==> config.mk <==
export PLATFORM = sky130hd
export DESIGN_NAME = paralelo_serial_tx
export DESIGN_NICKNAME = d
export VERILOG_FILES = /design/src/rtl/paralelo_serial_tx.sv
export SDC_FILE = /design/constraint.sdc
export NUM_CORES = 1
export LEC_CHECK = 0
export ABC_AREA = 1
export BUFFER_PORTS_ARGS = -buffer_cell sky130_fd_sc_hd__clkbuf_2
export CAP_MARGIN = 20
export CORE_MARGIN = 4
export CORE_UTILIZATION = 55
export CTS_BUF_LIST = sky130_fd_sc_hd__clkbuf_8
export DETAILED_ROUTE_END_ITERATION = 12
export GPL_ROUTABILITY_DRIVEN = 0
export MAX_ROUTING_LAYER = met4
export PLACE_DENSITY = 0.81
export SETUP_SLACK_MARGIN = 0.2
export SLEW_MARGIN = 20
export SYNTH_ARGS = -nofsm -noshare
export SYNTH_HDL_FRONTEND = slang
export SYNTH_SLANG_ARGS = --single-unit
==> constraint.sdc <==
create_clock -name clk_32f -period 4.4 [get_ports clk_32f]
set_clock_uncertainty 0.05 [all_clocks]
set_input_delay 0 -clock clk_32f [delete_from_list [all_inputs] [get_ports clk_32f]]
set_output_delay 0 -clock clk_32f [all_outputs]
set_load 0.03 [all_outputs]
==> src/rtl/paralelo_serial_tx.sv <==
// Parallel-to-serial transmitter: MSB-first byte serialiser with a comma preamble and idle fill.
// Optional periodic skip-byte insertion is enabled by defining PS_SKIP_EN.
module paralelo_serial_tx #(
  parameter int         SYNC_COUNT  = 4,
  parameter logic [7:0] COMMA       = 8'hBC,
  parameter logic [7:0] SKIP_BYTE   = 8'h7C,
  parameter int         SKIP_PERIOD = 16
) (
  input  logic       clk_32f,
  input  logic       reset,
  input  logic [7:0] data_in,
  input  logic       valid_in,
  output logic       ready_out,
  output logic       data_out,
  output logic       active_out
);

  typedef enum logic {
    ST_SYNC   = 1'b0,
    ST_ACTIVE = 1'b1
  } state_t;

  state_t      state_q,    state_d;
  logic [7:0]  shreg_q,    shreg_d;
  logic [2:0]  bit_cnt_q,  bit_cnt_d;
  logic [3:0]  sync_cnt_q, sync_cnt_d;
  logic        active_q,   active_d;
  logic        load_slot;
  logic        skip_slot;

  // Out-of-range configurations break the counter widths or make the skip byte indistinguishable.
  if (SYNC_COUNT < 1 || SYNC_COUNT > 15) begin : g_bad_sync_count
    $error("paralelo_serial_tx: SYNC_COUNT must be in 1..15");
  end
  if (SKIP_PERIOD < 2 || SKIP_PERIOD > 255) begin : g_bad_skip_period
    $error("paralelo_serial_tx: SKIP_PERIOD must be in 2..255");
  end
  if (SKIP_BYTE == COMMA) begin : g_bad_skip_byte
    $error("paralelo_serial_tx: SKIP_BYTE must differ from COMMA");
  end

  assign load_slot = (bit_cnt_q == 3'd7);

`ifdef PS_SKIP_EN
  logic [7:0] slot_cnt_q, slot_cnt_d;

  assign skip_slot = (state_q == ST_ACTIVE) && (slot_cnt_q == 8'(SKIP_PERIOD - 1));

  always_ff @(posedge clk_32f or negedge reset) begin
    if (!reset) begin
      slot_cnt_q <= 8'd0;
    end else begin
      slot_cnt_q <= slot_cnt_d;
    end
  end

  // Only ACTIVE load edges advance the slot counter; it sits at zero during SYNC.
  always_comb begin
    slot_cnt_d = slot_cnt_q;
    if (state_q != ST_ACTIVE) begin
      slot_cnt_d = 8'd0;
    end else if (load_slot) begin
      slot_cnt_d = skip_slot ? 8'd0 : slot_cnt_q + 8'd1;
    end
  end
`else
  assign skip_slot = 1'b0;
`endif

  assign ready_out  = (state_q == ST_ACTIVE) && load_slot && !skip_slot;
  assign data_out   = shreg_q[7];
  assign active_out = active_q;

  always_ff @(posedge clk_32f or negedge reset) begin
    if (!reset) begin
      state_q    <= ST_SYNC;
      shreg_q    <= 8'h00;
      bit_cnt_q  <= 3'd7;
      sync_cnt_q <= 4'd0;
      active_q   <= 1'b0;
    end else begin
      state_q    <= state_d;
      shreg_q    <= shreg_d;
      bit_cnt_q  <= bit_cnt_d;
      sync_cnt_q <= sync_cnt_d;
      active_q   <= active_d;
    end
  end

  always_comb begin
    state_d    = state_q;
    shreg_d    = {shreg_q[6:0], 1'b0};
    bit_cnt_d  = bit_cnt_q + 3'd1;
    sync_cnt_d = sync_cnt_q;
    active_d   = active_q;

    if (load_slot) begin
      bit_cnt_d = 3'd0;
      unique case (state_q)
        ST_SYNC: begin
          shreg_d = COMMA;
          if (sync_cnt_q != 4'(SYNC_COUNT)) begin
            sync_cnt_d = sync_cnt_q + 4'd1;
          end
          // The last preamble comma and the ACTIVE flag land on the same edge.
          if (sync_cnt_q == 4'(SYNC_COUNT - 1)) begin
            state_d  = ST_ACTIVE;
            active_d = 1'b1;
          end
        end
        ST_ACTIVE: begin
          if (skip_slot) begin
            shreg_d = SKIP_BYTE;
          end else if (valid_in) begin
            shreg_d = data_in;
          end else begin
            shreg_d = COMMA;
          end
        end
        default: begin
          state_d = ST_SYNC;
        end
      endcase
    end
  end

endmodule
Word level (Yosys, flattened, before mapping). Cells that the tools add are included. Widths: inputs -> output; s select.

Input bits: 11. Flip-flop bits (word level): 17. Output and inout bits: 3.

Muxes and demuxes: 6. $add $sub $neg: 2. Bitwise gates (word level): 1. Equality and inequality tests: 3. Reduce and logical (&&, ||, !) cells: 3.

Operator list (number): $mux 8 (2); $pmux 8 s2 (1); $reduce_and 3->1 (2); $add 4x1->4 const B (1); $eq 4x2->1 const B (1); $ne 4x3->1 const B (1); $add 3x1->3 const B (1); $eq 3x3->1 const B (1); $mux 3 (1); $mux 1 (2); $logic_and 1x1->1 (1); $not 1->1 (1).

Longest topological paths before layout.
Depth after elaboration: 3. Mapped depth: 9. Gate-level depth less buffers: 8.

Least setup slack after synthesis. OpenSTA, ideal clock, no wires.

Path type: register to register. Start: register bit_cnt_q[0]. End: register shreg_q[2]. Path buffers: 1. Data arrival time: 1347 ps. Clock period less this slack: 1514 ps. Data required time: 4233 ps. Setup slack: 2886 ps. Cell stages (with the launch flop): 9. Cells stage by stage: dfstp_2 ha_1 ha_1 buf_6 nand2_1 inv_2 nand2_4 nor2_1 nor2_1.

Cells in the longest elaborated chain, start to end: 2.

Ends and longest elaborated chain: from (decl) (line 25) `logic [2:0] bit_cnt_q, bit_cnt_d;`; from (signal assigned) (line 84) `bit_cnt_q <= bit_cnt_d;`; $eq 3x3->1 (line 42) `assign load_slot = (bit_cnt_q == 3'd7);`; $mux 8 (line 97) `if (load_slot) begin`; net shreg_d[2] (line 24) `logic [7:0] shreg_q, shreg_d;`; to (signal assigned) (line 83) `shreg_q <= shreg_d;`; to (decl) (line 24).

The timed path passes the listed nets, and every way through them passes these cells. A chain may end at the register's enable or synchronous reset.

Worst setup path after layout.
Start: register bit_cnt_q[0]. End: register shreg_q[0].

Same word-level chain as after synthesis.

==> metrics.yaml <==
hold_path.class: "primary input to flip-flop"
syn_area_per_cell_um2: 9.657
h-tree-depth: 1
yosysWarnings: 0
die-area_um2: 2025
grt_use_total_pct: 18.29
required_ns: 4.54
power_density_nw_per_um2: 300.9
grt_pass1_wl_um: 2477
drt_first_pass_iters: 4
path_delay_family: "buffers and inverters"
p_comb_share_pct: 6.1
cts_made_buffers: 3
final_hold_viol_count: 0
critPathKind: "flip-flop to flip-flop"
p_leak_nw: 0.5320
arrival_ns: 2.22
layout_min_cycle_time_ns: 2.079
synthCells: 78
ir_worst_vdd_mv: 0.2214
clock.fmax_ghz: 0.4811
drc: 0
hold_ws_ns: 0.05000
antenna_found_initial: 0
p_sw_share_pct: 20.62
rsz0062_at_grt: "no"
worstMarginPinSlew_ns: 0.3992
nets: 120
p_switching_uw: 60.32
grt_pass1_vias: 576
drtIter0Drc: 10
n_antenna_cell: 0
critPathLaunchType: "flip-flop"
cts_root_buf: "clkbuf_8"
worstSkewPairLatency_ns: 0.25
synthDistinctLibCells: 18
die_h_um: 45.01
vias: 571
path_clk_slew_ns: 0.06
drive_gt1_share_pct: 28.85
die-width_um: 45.01
ant_nets: 0
portBuffers: 13
drv_cap: 0
cts.sinks: 17
start_util_pct: 57.88
p_clk_share_pct: 39.0
seqPwrFrac_pct: 54.9
worst-path-max-fanout: 9
maxSlewHeadroom_pct: 73.39
drt_wl_total_um: 1355
cpMostUsedCell: "ha_1"
cts.path.max_buffers: 2
crit_path_end_kind: "flip-flop"
core_area_um2: 1301
viasPerCell: 4.798
grt_overflow: 0
cp_slowest_cell: "dfstp_2"
rows: 13
cts_tree: "yes"
hpwl_um: 943.3
grt_start_max_net_pins: 18
path_buf_inv: 2
report.final.slew_viol_count: 0
wl_per_cell_um: 11.39
status: "finished, final reports clean"
setup_viol_count_final: 0
internal_power_uw: 232.2
finalSetupTns_ns: 0
crit_chain: "ha_1 > ha_1 > nand2_1 > inv_2 > nand2_4 > nor2_1 > dlygate4sd3_1"
ioPinCount: 14
min_period_over_period_pct: 47.24
max_stage_delay_ns: 0.54
synth_seq_cells: 17
yosysSeqAreaShare_pct: 56.98
area_delta_synth_final_pct: 29.07
synth_nets: 93
syn_area_um2: 753.2
-- metal layers --
layer | vias up | global-route usage, % | wire [um]
met5 | - | - | 0
met4 | 0 | 10.53 | 27
met3 | 4 | 4.781 | 57
met2 | 9 | 27.40 | 708
met1 | 271 | 22.19 | 561
li1 | 287 | - | -
-- area by class of cell --
cell class | count | area [um2]
inverter | 9 | 36.28
timing repair buffer | 23 | 165.2
clock buffer | 3 | 41.29
sequential | 17 | 429.2
tap | 15 | 18.77
fill | 88 | 329.1
multi-input combinational | 51 | 276.5
clock inverter | 1 | 5.005
-- cell usage in the layout (no fill, tap or decap) --
| cell type | instances |
|---|---|
| a21o_2 | 2 |
| clkbuf_2 | 13 |
| clkbuf_8 | 3 |
| clkinv_2 | 1 |
| dfrtp_1 | 14 |
| dfstp_2 | 3 |
| dlygate4sd3_1 | 10 |
| ha_1 | 4 |
| inv_1 | 5 |
| inv_2 | 3 |
| inv_4 | 1 |
| nand2_1 | 19 |
| nand2_4 | 2 |
| nand3_1 | 1 |
| nand3_2 | 1 |
| nand4_1 | 1 |
| nor2_1 | 17 |
| nor2_4 | 1 |
| nor3_1 | 1 |
| o21ai_1 | 1 |
| xnor2_1 | 1 |
-- tightest hold or removal path, stage by stage --
cell and delay (ns):
clkbuf_2 0.10, nand2_4 0.07, nor2_1 0.09, nor2_1 0.04
-- cell usage after synthesis --
cell type / count / share of area, %
inv_2: 3 / 1.5
o21ai_1: 1 / 0.66
a21o_2: 2 / 2.3
nand2_1: 19 / 9.5
nand3_2: 1 / 1.3
nor2_1: 17 / 8.5
ha_1: 4 / 6.6
inv_4: 1 / 0.83
nor3_1: 1 / 0.66
nand3_1: 1 / 0.66
inv_1: 5 / 2.5
xnor2_1: 1 / 1.2
nand2_4: 2 / 3.0
nand4_1: 1 / 0.83
nor2_4: 1 / 1.5
dfstp_2: 3 / 10
dfrtp_1: 14 / 47
buf_6: 1 / 1.5
-- repair_timing --
action                                  CTS  global route
setup buffers                             0             0
endpoints found under the setup margin    0             0
gates resized for setup                   0             0
endpoints found under the hold margin    25             0
hold buffers                             10             0
-- registers in the layout, summed over array words and instances (netlist names) --
signal,cells
bit_cnt_q,3
sync_cnt_q,4
active_out,1
shreg_q,8
state_q,1
-- power groups by stage --
stage / clock network (mW) / registers, mW / logic [mW]
finish: 0.114 / 0.160 / 0.0180
global route: 0.126 / 0.161 / 0.0203
CTS: 0.121 / 0.160 / 0.0181
detailed placement: 0 / 0.163 / 0.0119
global placement: 0 / 0.163 / 0.0116
floorplan: 0 / 0.164 / 0.00238
-- path summary, 6_finish.rpt --
path / from / end / slack, ns / cells after the start
setup / recovery: bit_cnt_q[0] / shreg_q[0] / 2.32 / 7
hold / removal: valid_in / shreg_q[7] / 0.05 / 4
setup reg to reg: bit_cnt_q[0] / shreg_q[0] / 2.32 / 7
hold reg to reg: shreg_q[5] / shreg_q[6] / 0.40 / 2
max in group asynchronous: reset / bit_cnt_q[0] / 3.83 / 2
min in group asynchronous: reset / sync_cnt_q[2] / 0.15 / 2
-- metrics by stage --
stage	setup WS (ns)	total power, mW	cells	area [um2]	util [%]
after floorplan	2.886	0.1665	78	753.2	-
after global placement	2.847	0.1749	105	825.8	63.46
after detailed placement	2.765	0.1752	105	825.8	63.46
after CTS	2.342	0.2991	119	972.2	74.71
after global routing	2.203	0.3072	119	972.2	74.71
final	2.321	0.2925	119	972.2	74.71
-- cell families after synthesis --
kind of cell / synth area share (%)
buffers and inverters: 6.313
and+or+nand+nor: 25.91
AOI/OAI and AO/OA: 2.990
adders and majority gates: 6.645
xor gates and xnor gates: 1.163
DFF: 56.98
Power figures use the tool's default switching activity.
